`src/rtl/cam_alloc_if.sv`:
```
// Request, free and CAM write-port bundle for cam_alloc.
// master = request/free producer side, slave = allocator side.
interface cam_alloc_if #(
  parameter int CNT_N = 32,
  parameter int KEY_W = 8
);
  localparam int ADDR_W = $clog2(CNT_N);

  logic              req_valid_i;
  logic [KEY_W-1:0]  req_key_i;
  logic              req_ready_o;
  logic              free_i;
  logic [ADDR_W-1:0] free_addr_i;
  logic              alloc_o;
  logic [CNT_N-1:0]  alloc_pos_o;
  logic [KEY_W-1:0]  alloc_key_o;
  logic [ADDR_W-1:0] grant_addr_o;
  logic [ADDR_W:0]   cnt_o;
  logic              full_o;
  logic              empty_o;
  logic              error_o;

  modport master (
    output req_valid_i, req_key_i, free_i, free_addr_i,
    input  req_ready_o, alloc_o, alloc_pos_o, alloc_key_o, grant_addr_o,
           cnt_o, full_o, empty_o, error_o
  );

  modport slave (
    input  req_valid_i, req_key_i, free_i, free_addr_i,
    output req_ready_o, alloc_o, alloc_pos_o, alloc_key_o, grant_addr_o,
           cnt_o, full_o, empty_o, error_o
  );
endinterface

```
`src/rtl/cam_alloc.sv`:
```
// CAM line allocator: occupancy bitmap, free-line pick, registered CAM write strobe.
// Define CAM_ALLOC_ROUND_ROBIN_EN to search from a rotating pointer instead of index 0.
module cam_alloc #(
  parameter int CNT_N = 32,
  parameter int KEY_W = 8
) (
  input  logic      clk,
  input  logic      nreset,
  cam_alloc_if.slave bus
);
  localparam int ADDR_W = $clog2(CNT_N);

  logic [CNT_N-1:0]  used_q, used_d;
  logic [ADDR_W:0]   cnt_q;
  logic              full, hs, free_ok, found;
  logic [ADDR_W-1:0] sel;

  logic              alloc_q, err_q;
  logic [CNT_N-1:0]  pos_q;
  logic [KEY_W-1:0]  key_q;
  logic [ADDR_W-1:0] gaddr_q;

  assign full            = (cnt_q == (ADDR_W+1)'(CNT_N));
  assign bus.req_ready_o = nreset & ~full;
  assign hs              = bus.req_valid_i & bus.req_ready_o;
  // Only lines currently marked used may be freed; anything else is a protocol error.
  assign free_ok = bus.free_i
                 && ({1'b0, bus.free_addr_i} < (ADDR_W+1)'(CNT_N))
                 && used_q[bus.free_addr_i];

`ifdef CAM_ALLOC_ROUND_ROBIN_EN
  logic [ADDR_W-1:0] ptr_q;

  always_comb begin
    sel   = '0;
    found = 1'b0;
    for (int i = 0; i < CNT_N; i++) begin
      int idx;
      idx = int'(ptr_q) + i;
      if (idx >= CNT_N) idx = idx - CNT_N;
      if (!found && !used_q[idx]) begin
        found = 1'b1;
        sel   = ADDR_W'(idx);
      end
    end
  end

  always_ff @(posedge clk) begin
    if (!nreset)    ptr_q <= '0;
    else if (hs)    ptr_q <= (sel == ADDR_W'(CNT_N-1)) ? '0 : sel + ADDR_W'(1);
  end
`else
  always_comb begin
    sel   = '0;
    found = 1'b0;
    for (int i = 0; i < CNT_N; i++) begin
      if (!found && !used_q[i]) begin
        found = 1'b1;
        sel   = ADDR_W'(i);
      end
    end
  end
`endif

  // Search uses registered used_q, so a line freed this cycle is not eligible yet.
  always_comb begin
    used_d = used_q;
    if (hs)      used_d[sel] = 1'b1;
    if (free_ok) used_d[bus.free_addr_i] = 1'b0;
  end

  always_ff @(posedge clk) begin
    if (!nreset) begin
      used_q  <= '0;
      cnt_q   <= '0;
      alloc_q <= 1'b0;
      pos_q   <= '0;
      key_q   <= '0;
      gaddr_q <= '0;
      err_q   <= 1'b0;
    end else begin
      used_q <= used_d;
      if (hs && !free_ok)      cnt_q <= cnt_q + (ADDR_W+1)'(1);
      else if (!hs && free_ok) cnt_q <= cnt_q - (ADDR_W+1)'(1);
      alloc_q <= hs;
      pos_q   <= hs ? ({{(CNT_N-1){1'b0}}, 1'b1} << sel) : '0;
      key_q   <= hs ? bus.req_key_i : '0;
      gaddr_q <= hs ? sel : '0;
      err_q   <= bus.free_i & ~free_ok;
    end
  end

  assign bus.alloc_o      = alloc_q;
  assign bus.alloc_pos_o  = pos_q;
  assign bus.alloc_key_o  = key_q;
  assign bus.grant_addr_o = gaddr_q;
  assign bus.cnt_o        = cnt_q;
  assign bus.full_o       = full;
  assign bus.empty_o      = (cnt_q == '0);
  assign bus.error_o      = err_q;
endmodule

```
`src/flat_wrapper.sv`:
```
// flat-port wrapper written by rule: the top's interface ports become plain ports
module cam_alloc_flat 
#(
  parameter int CNT_N = 32,
  parameter int KEY_W = 8
)
  (clk, nreset, bus_req_valid_i, bus_req_key_i, bus_free_i, bus_free_addr_i, bus_req_ready_o, bus_alloc_o, bus_alloc_pos_o, bus_alloc_key_o, bus_grant_addr_o, bus_cnt_o, bus_full_o, bus_empty_o, bus_error_o);
  cam_alloc_if #(.CNT_N(CNT_N), .KEY_W(KEY_W)) bus_i ();
  input  logic clk;
  input  logic nreset;
  input wire logic [$bits(bus_i.req_valid_i)-1:0] bus_req_valid_i;
  input wire logic [$bits(bus_i.req_key_i)-1:0] bus_req_key_i;
  input wire logic [$bits(bus_i.free_i)-1:0] bus_free_i;
  input wire logic [$bits(bus_i.free_addr_i)-1:0] bus_free_addr_i;
  output wire logic [$bits(bus_i.req_ready_o)-1:0] bus_req_ready_o;
  output wire logic [$bits(bus_i.alloc_o)-1:0] bus_alloc_o;
  output wire logic [$bits(bus_i.alloc_pos_o)-1:0] bus_alloc_pos_o;
  output wire logic [$bits(bus_i.alloc_key_o)-1:0] bus_alloc_key_o;
  output wire logic [$bits(bus_i.grant_addr_o)-1:0] bus_grant_addr_o;
  output wire logic [$bits(bus_i.cnt_o)-1:0] bus_cnt_o;
  output wire logic [$bits(bus_i.full_o)-1:0] bus_full_o;
  output wire logic [$bits(bus_i.empty_o)-1:0] bus_empty_o;
  output wire logic [$bits(bus_i.error_o)-1:0] bus_error_o;
  assign bus_i.req_valid_i = bus_req_valid_i;
  assign bus_i.req_key_i = bus_req_key_i;
  assign bus_i.free_i = bus_free_i;
  assign bus_i.free_addr_i = bus_free_addr_i;
  assign bus_req_ready_o = bus_i.req_ready_o;
  assign bus_alloc_o = bus_i.alloc_o;
  assign bus_alloc_pos_o = bus_i.alloc_pos_o;
  assign bus_alloc_key_o = bus_i.alloc_key_o;
  assign bus_grant_addr_o = bus_i.grant_addr_o;
  assign bus_cnt_o = bus_i.cnt_o;
  assign bus_full_o = bus_i.full_o;
  assign bus_empty_o = bus_i.empty_o;
  assign bus_error_o = bus_i.error_o;
  cam_alloc #(.CNT_N(CNT_N), .KEY_W(KEY_W)) u_core (.clk(clk), .nreset(nreset), .bus(bus_i));
endmodule
```
`config.mk`:
```
export PLATFORM = sky130hd
export DESIGN_NAME = cam_alloc_flat
export DESIGN_NICKNAME = d
export VERILOG_FILES = /design/src/rtl/cam_alloc_if.sv /design/src/rtl/cam_alloc.sv /design/src/flat_wrapper.sv
export SDC_FILE = /design/constraint.sdc
export NUM_CORES = 1
export LEC_CHECK = 0
export BUFFER_PORTS_ARGS = -buffer_cell sky130_fd_sc_hd__clkbuf_2
export CAP_MARGIN = 10
export CORE_MARGIN = 5
export CORE_UTILIZATION = 50
export DETAILED_ROUTE_END_ITERATION = 12
export PLACE_DENSITY = 0.73
export SLEW_MARGIN = 20
export SYNTH_ARGS = -nofsm -noshare
export SYNTH_HDL_FRONTEND = slang
export SYNTH_SLANG_ARGS = --single-unit
```
`constraint.sdc`:
```
create_clock -name clk -period 4.7 [get_ports clk]
set_input_delay 0.94 -clock clk [delete_from_list [all_inputs] [get_ports clk]]
set_output_delay 0.94 -clock clk [all_outputs]
set_load 0.01 [all_outputs]
```
==> metrics.md, run 1 <==
| Metric | Value |
|---|---|
| Synth unique cells | `52` |
| Initial antenna violation count | `0` |
| Setup Fix Bufs, Post-CTS | `0` |
| Class of the worst hold path | `flop to flop` |
| Worst setup SP type | `primary input` |
| Final Hold Viols | `0` |
| Syn_nets | `416` |
| Sequential power share | `0.484` |
| Slew margin rel. | `0.434` |
| CP delay by family, top | `compound AO/OA/AOI/OAI gates` |
| Worst Path Arrival | `4.18 ns` |
| TritonRoute pass-1 iters | `5` |
| Sink Count | `85` |
| Hold WS | `0.541 ns` |
| Core area | `7250 um2` |
| #FFs+latches synth | `85` |
| CTS clock-pin slew for the worst setup and hold paths | `0.08 ns` |
| Min Clock Period, post-route | `3.90 ns` |
| CP max FO | `18` |
| Leakage power | `0.00171 uW` |
| Largest net degree at the start of global routing | `41` |
| # IOs | `73` |
| Root buffer cell | `clkbuf_8` |
| Cell Pwr Density | `357 nW/um2` |
| Number of CTS-inserted buffers | `9` |
| Hold bufs inserted after CTS | `0` |
| Sum of negative setup slack | `0 ns` |
| Synth Flop Type | `dfxtp_1` |
| Yosys warns | `0` |
| CTS Buffer Depth | `2` |
| Final Power | `1560 uW` |
| Gpl congestion | `0.914` |
| Clock power share | `0.392` |
| Slowest Stage Delay on Critical Path | `0.40 ns` |
| DP HPWL | `6.99 mm` |
| Num rows | `31` |
| Pint | `1170 uW` |
| Peak supply drop | `0.143 mV` |
| Overall global routing resource usage | `0.224` |
| Die area | `9270 um2` |
| Combinational power share | `0.124` |
| Hold Path Stages | `2` |
| Status | `finished clean` |
| Sequential area share after synthesis | `0.457` |
| Crit-path cells | `clkbuf_2, mux2i_1, o22ai_1, nor4_1, o21ai_2, nand2_1, ha_1, inv_1, ha_1, a21o_1, a21oi_1, o21bai_1, a21oi_1, xnor2_1, or3_1, a21boi_0` |
| Vias in the first global route | `3114` |
| Finished Layout Cells | `561` |
| CP Buf/Inv Count | `2` |
| Async SR Flop Fraction | `0` |
| Routed WL | `9.73 mm` |
| Worst EP required | `4.98 ns` |
| Fin Clk Skew | `0.0109 ns` |
| Max stage delay cell, worst path | `clkbuf_2` |
| Post-cts resize count | `0` |
| DIE HEIGHT | `96.3 um` |
| Routed Antenna Nets | `0` |
| Total global routing overflow | `0` |
| Post-synth top area cell | `dfxtp_1` |
| Worst R2R Setup Slack | `1.03 ns` |
| Routed vias | `3301` |
| Sw frac | `0.249` |
| Pin slew with the least headroom to its limit | `0.847 ns` |
| Sw power | `388 uW` |
| Initial Utilization | `0.513` |
| Layout area overhead | `17.2%` |
| Synth Instances | `393` |
| Final Max Tran Viols | `0` |
| R2R Path End | `u_core.bus.cnt_o[5]$_SDFFE_PN0P_` |
| Antenna diodes | `0` |
| Initial drt markers | `247` |
| Die Wd | `96.3 um` |
| CTS tree | `yes` |
| Post-synth EDFFs | `0` |
| Mapped Area | `3720 um2` |
| Final setup viols | `0` |
| RSZ-0062 raised after global routing | `no` |
| Fmax | `0.256 GHz` |
| Clock Latency Late Sink | `0.36 ns` |
| Setup CP Type | `primary input to flop` |
| IO buf count | `72` |
| Deepest level of the CTS H-tree | `3` |
| Top cells by instance count after synthesis | `dfxtp_1, nor2_1, nand2_1` |
| Top cells by area, synth | `dfxtp_1, o221a_1, mux2i_1` |
| WL per Instance | `17.3 um` |
| Most frequent cell after synthesis | `dfxtp_1` |
| DRC | `0` |
| Worst Hold Endpoint | `u_core.bus.cnt_o[5]$_SDFFE_PN0P_` |
| Period utilisation layout | `0.830` |
| CP Depth | `16` |
| Dpl cells | `545` |
| Synth top area share | `0.457` |
| R2R cell count | `14` |
| Vias per cell | `5.88` |
| MaxCap Viol Count | `0` |
| Fraction of layout cells with a size suffix above 1 | `0.236` |
| Hold Crit Start | `u_core.bus.cnt_o[5]$_SDFFE_PN0P_` |
| Worst Setup End Kind | `flop` |
| Fin nets | `480` |
| Syn avg cell area | `9.47 um2` |
| Global-route wire length before repair | `15.7 mm` |
| Worst flop-to-flop path startpoint | `u_core.bus.cnt_o[0]$_SDFFE_PN0P_` |
[cell type report]
type,count,area [um2]
Clock inverter,6,111
Sequential cell,85,1700
Fill cell,640,2890
Tap cell,99,124
Multi-Input combinational cell,275,1880
Clock buffer,10,128
Timing Repair Buffer,73,368
Inverter,13,48.8
[stage by stage]
step	setup WS (ns)	util	area (um2)
after floorplan	0.808	-	3720
after global placement	0.667	0.568	4120
after detailed placement	0.451	0.568	4120
after CTS	0.815	0.600	4360
after global routing	0.502	0.602	4360
final	0.801	0.602	4360
[worst max-delay path by stage]
stage / startpoint / to / slack, ns
finish: bus_free_addr_i[1] / u_core.bus.cnt_o[5]$_SDFFE_PN0P_ / 0.80
global placement: bus_free_addr_i[1] / u_core.bus.cnt_o[5]$_SDFFE_PN0P_ / 0.67
CTS: bus_free_addr_i[1] / u_core.bus.cnt_o[5]$_SDFFE_PN0P_ / 0.82
floorplan: bus_free_addr_i[0] / u_core.bus.cnt_o[5]$_SDFFE_PN0P_ / 0.81
global route: bus_free_addr_i[1] / u_core.bus.cnt_o[5]$_SDFFE_PN0P_ / 0.50
detailed placement: bus_free_addr_i[1] / u_core.bus.cnt_o[5]$_SDFFE_PN0P_ / 0.45
[worst reg2reg max path: stages, from the launching register on]
cell and delay (ns):
dfxtp_1 0.38, or4_1 0.56, or3_1 0.37, nand3_2 0.20, inv_2 0.17, ha_1 0.27
inv_1 0.17, ha_1 0.27, a21o_1 0.18, a21oi_1 0.22, o21bai_1 0.09, a21oi_1 0.18
xnor2_1 0.09, or3_1 0.30, a21boi_0 0.16
[layer usage]
metal	part of all wire	up-vias	global-route usage	wire, um
li1	-	1584	-	-
met1	0.44	1574	0.293	4270
met2	0.47	122	0.344	4540
met3	0.069	21	0.0563	671
met4	0.026	0	0.105	251
met5	0	-	0	0
[placed cells by master, fill, tap and decap left out, types with 4 or more instances in the layout]
| cell | n |
|---|---|
| dfxtp_1 | 85 |
| clkbuf_2 | 72 |
| nor2_1 | 34 |
| nand2_1 | 31 |
| o221a_1 | 25 |
| nor3_1 | 23 |
| and2_1 | 17 |
| o21ai_0 | 16 |
| mux2i_1 | 13 |
| inv_1 | 12 |
| nand3_1 | 12 |
| a21oi_1 | 9 |
| clkbuf_8 | 9 |
| a31oi_1 | 8 |
| nand4_1 | 8 |
| o22ai_1 | 5 |
| nor3_2 | 5 |
| ha_1 | 5 |
| or3_1 | 4 |
| nor4_1 | 4 |
| nor2b_1 | 4 |
| a21o_1 | 4 |
| xnor2_1 | 4 |
[logic make-up (layout without fill, tap and decap cells)]
| logic type | count (synthesis) | after routing | synth area share |
|---|---|---|---|
| AOI/OAI and AO/OA | 84 | 84 | 0.178 |
| xor gates and xnor gates | 5 | 5 | 0.0118 |
| adders and majority gates | 6 | 6 | 0.0222 |
| buffers and inverters | 33 | 102 | 0.0393 |
| DFF | 85 | 85 | 0.457 |
| muxes | 15 | 15 | 0.0471 |
| and+or+nand+nor | 165 | 165 | 0.244 |
[state kept, by name, indices dropped and copies added (netlist names)]
| register | count |
|---|---|
| u_core.bus.grant_addr_o | 5 |
| u_core.bus.error_o | 1 |
| u_core.bus.alloc_key_o | 8 |
| u_core.used_q | 32 |
| u_core.bus.alloc_o | 1 |
| u_core.bus.alloc_pos_o | 32 |
| u_core.bus.cnt_o | 6 |
[power groups by stage]
stage | logic, uW | registers, uW | clock network, uW
floorplan | 128 | 777 | 0
global placement | 187 | 771 | 0
detailed placement | 191 | 772 | 0
CTS | 193 | 755 | 617
global route | 216 | 758 | 650
finish | 193 | 755 | 612
Power figures use the tool's default switching activity.
==> inputs of run 2 (changes only) <==
Settings changed: CORE_UTILIZATION 50 to 49, PLACE_DENSITY 0.73 to 0.75.
Clock period 4.7 ns to 3.15 ns, I/O delays scaled along.
==> run 2 against run 1 <==
  * Setup slack got worse by 0.69 ns
  * Combinational power increased by 90%
  * Sequential cell count unchanged
  * Via count increased by 5.6%
  * Clock skew decreased by 0.0025 ns
  * Design area increased by 6.1%
  * Critical path type unchanged
  * Clock power increased by 26%
  * Critical path depth unchanged
  * Largest cell class unchanged
  * Non-clock buffer count increased by 32
  * First-iteration DRC count increased by 10%
==> metrics.md, run 2 (same netlist as run 1, synthesis figures left out) <==
| Metric | Value |
|---|---|
| Status | `finished clean` |
| Largest net degree at the start of global routing | `41` |
| Gpl congestion | `0.984` |
| Dpl cells | `577` |
| GR Util met1 | `0.269` |
| Peak supply drop | `0.277 mV` |
| Routed vias | `3487` |
| Period utilisation layout | `0.964` |
| Class of the worst hold path | `primary input to flop` |
| Commonest non-fill, non-tap cell in the layout | `dfxtp_1` |
| Number of CTS-inserted buffers | `9` |
| Core area | `7330 um2` |
| Vias per cell | `5.88` |
| Hold bufs inserted after CTS | `0` |
| Global-route wire length before repair | `16.8 mm` |
| CTS Buffer Depth | `2` |
| Fin nets | `512` |
| Deepest level of the CTS H-tree | `3` |
| IO buf count | `72` |
| Worst Setup End Kind | `flop` |
| Final setup viols | `0` |
| WL per Instance | `17.5 um` |
| Slew margin rel. | `0.252` |
| Final Hold Viols | `0` |
| Root buffer cell | `clkbuf_8` |
| RSZ-0062 raised after global routing | `no` |
| Antenna diodes | `0` |
| Post-cts resize count | `0` |
| Finished Layout Cells | `593` |
| Routed Antenna Nets | `0` |
| Final Max Tran Viols | `0` |
| Worst Path Arrival | `3.34 ns` |
| Setup Fix Bufs, Post-CTS | `0` |
| DP HPWL | `7.60 mm` |
| Final instance area | `4630 um2` |
| Fraction of layout cells with a size suffix above 1 | `0.316` |
| Min Clock Period, post-route | `3.04 ns` |
| Initial Utilization | `0.508` |
| Final worst slack | `0.114 ns` |
| DIE HEIGHT | `97.2 um` |
| Layout fillers | `600` |
| Die area | `9440 um2` |
| Post-place instance area | `4410 um2` |
| Num rows | `31` |
| Fmax | `0.329 GHz` |
| Fin Clk Skew | `0.00839 ns` |
| Leakage power | `0.00184 uW` |
| CTS clock-pin slew for the worst setup and hold paths | `0.08 ns` |
| Commonest cells after routing, fill and taps aside | `dfxtp_1, clkbuf_2, nor2_1` |
| Vias in the first global route | `3342` |
| Worst EP required | `3.45 ns` |
| M3 GR Usage | `0.0675` |
| Die Wd | `97.2 um` |
| Register area | `1700 um2` |
| DP Worst Slack | `-0.247 ns` |
| Routed WL | `10.4 mm` |
| Worst setup SP type | `primary input` |
| GRT met2 Usage | `0.350` |
| Total global routing overflow | `0` |
| DRC | `0` |
| Sink Count | `85` |
| Initial antenna violation count | `0` |
| CP max FO | `4` |
| Clock Latency Late Sink | `0.37 ns` |
| Initial drt markers | `272` |
| Overall global routing resource usage | `0.219` |
| TritonRoute pass-1 iters | `5` |
| MaxCap Viol Count | `0` |
| Multi-input gate area | `1930 um2` |
| GRT busiest layer | `met2` |
| Pin slew with the least headroom to its limit | `1.12 ns` |
| CTS tree | `yes` |
| # IOs | `73` |
| Layout area overhead | `24.3%` |
| Cell Pwr Density | `488 nW/um2` |
| Setup CP Type | `primary input to flop` |
run 2: cell count changes in the layout (fill, tap and decap cells not counted), moves of 3 or more:
| cell | delta |
|---|---|
| buf_4 | +31 |
| a21oi_2 | +3 |
| o22ai_1 | -3 |
| o22ai_2 | +3 |
run 2: path summary, 6_finish.rpt:
path,to,from,slack (ns),cells after the start
setup / recovery,u_core.bus.cnt_o[5]$_SDFFE_PN0P_,bus_free_addr_i[0],0.11,16
hold / removal,u_core.bus.alloc_key_o[0]$_SDFF_PN0_,bus_req_key_i[0],0.46,2
setup reg to reg,u_core.bus.cnt_o[5]$_SDFFE_PN0P_,u_core.bus.cnt_o[2]$_SDFFE_PN0P_,0.13,14
hold reg to reg,u_core.bus.cnt_o[5]$_SDFFE_PN0P_,u_core.bus.cnt_o[5]$_SDFFE_PN0P_,0.53,2
run 2: cell type report:
class,count,share of cell area
Tap cell,99,0.0268
Inverter,13,0.0105
Clock buffer,9,0.0268
Sequential cell,85,0.368
Timing Repair Buffer,105,0.134
Multi-Input combinational cell,275,0.418
Clock inverter,7,0.0162
run 2: per-layer routing:
metal	vias to the layer above	routed length [um]
met1	1650	4460
met3	39	689
met4	0	356
met5	-	0
met2	154	4880
li1	1644	-
run 2: metrics by stage:
stage               hold WS (ns)   util  power [uW]  setup TNS [ns]
finish                     0.461  0.631        2260               0
detailed placement         0.521  0.602        1500          -0.474
global route               0.460  0.631        2350               0
floorplan                  0.492      -        1360          -0.126
CTS                        0.454  0.629        2260               0
global placement           0.510  0.602        1490          -0.264
run 2: report_power, final:
part | total, uW | switching, uW | internal [uW]
registers | 1120 | 20.2 | 1100
clock network | 771 | 403 | 368
logic | 366 | 196 | 169
run 2: critical path, stage by stage:
cell and delay [ns]:
clkbuf_2 0.13, mux4_2 0.50, nor2b_1 0.15, a31oi_1 0.18, o21ai_2 0.08, nand2_1 0.10, ha_2 0.20, inv_2 0.06
ha_1 0.26, a21o_1 0.16, a21oi_2 0.13, o21bai_1 0.08, a21oi_1 0.16, xnor2_1 0.10, or3_1 0.31, a21boi_1 0.11
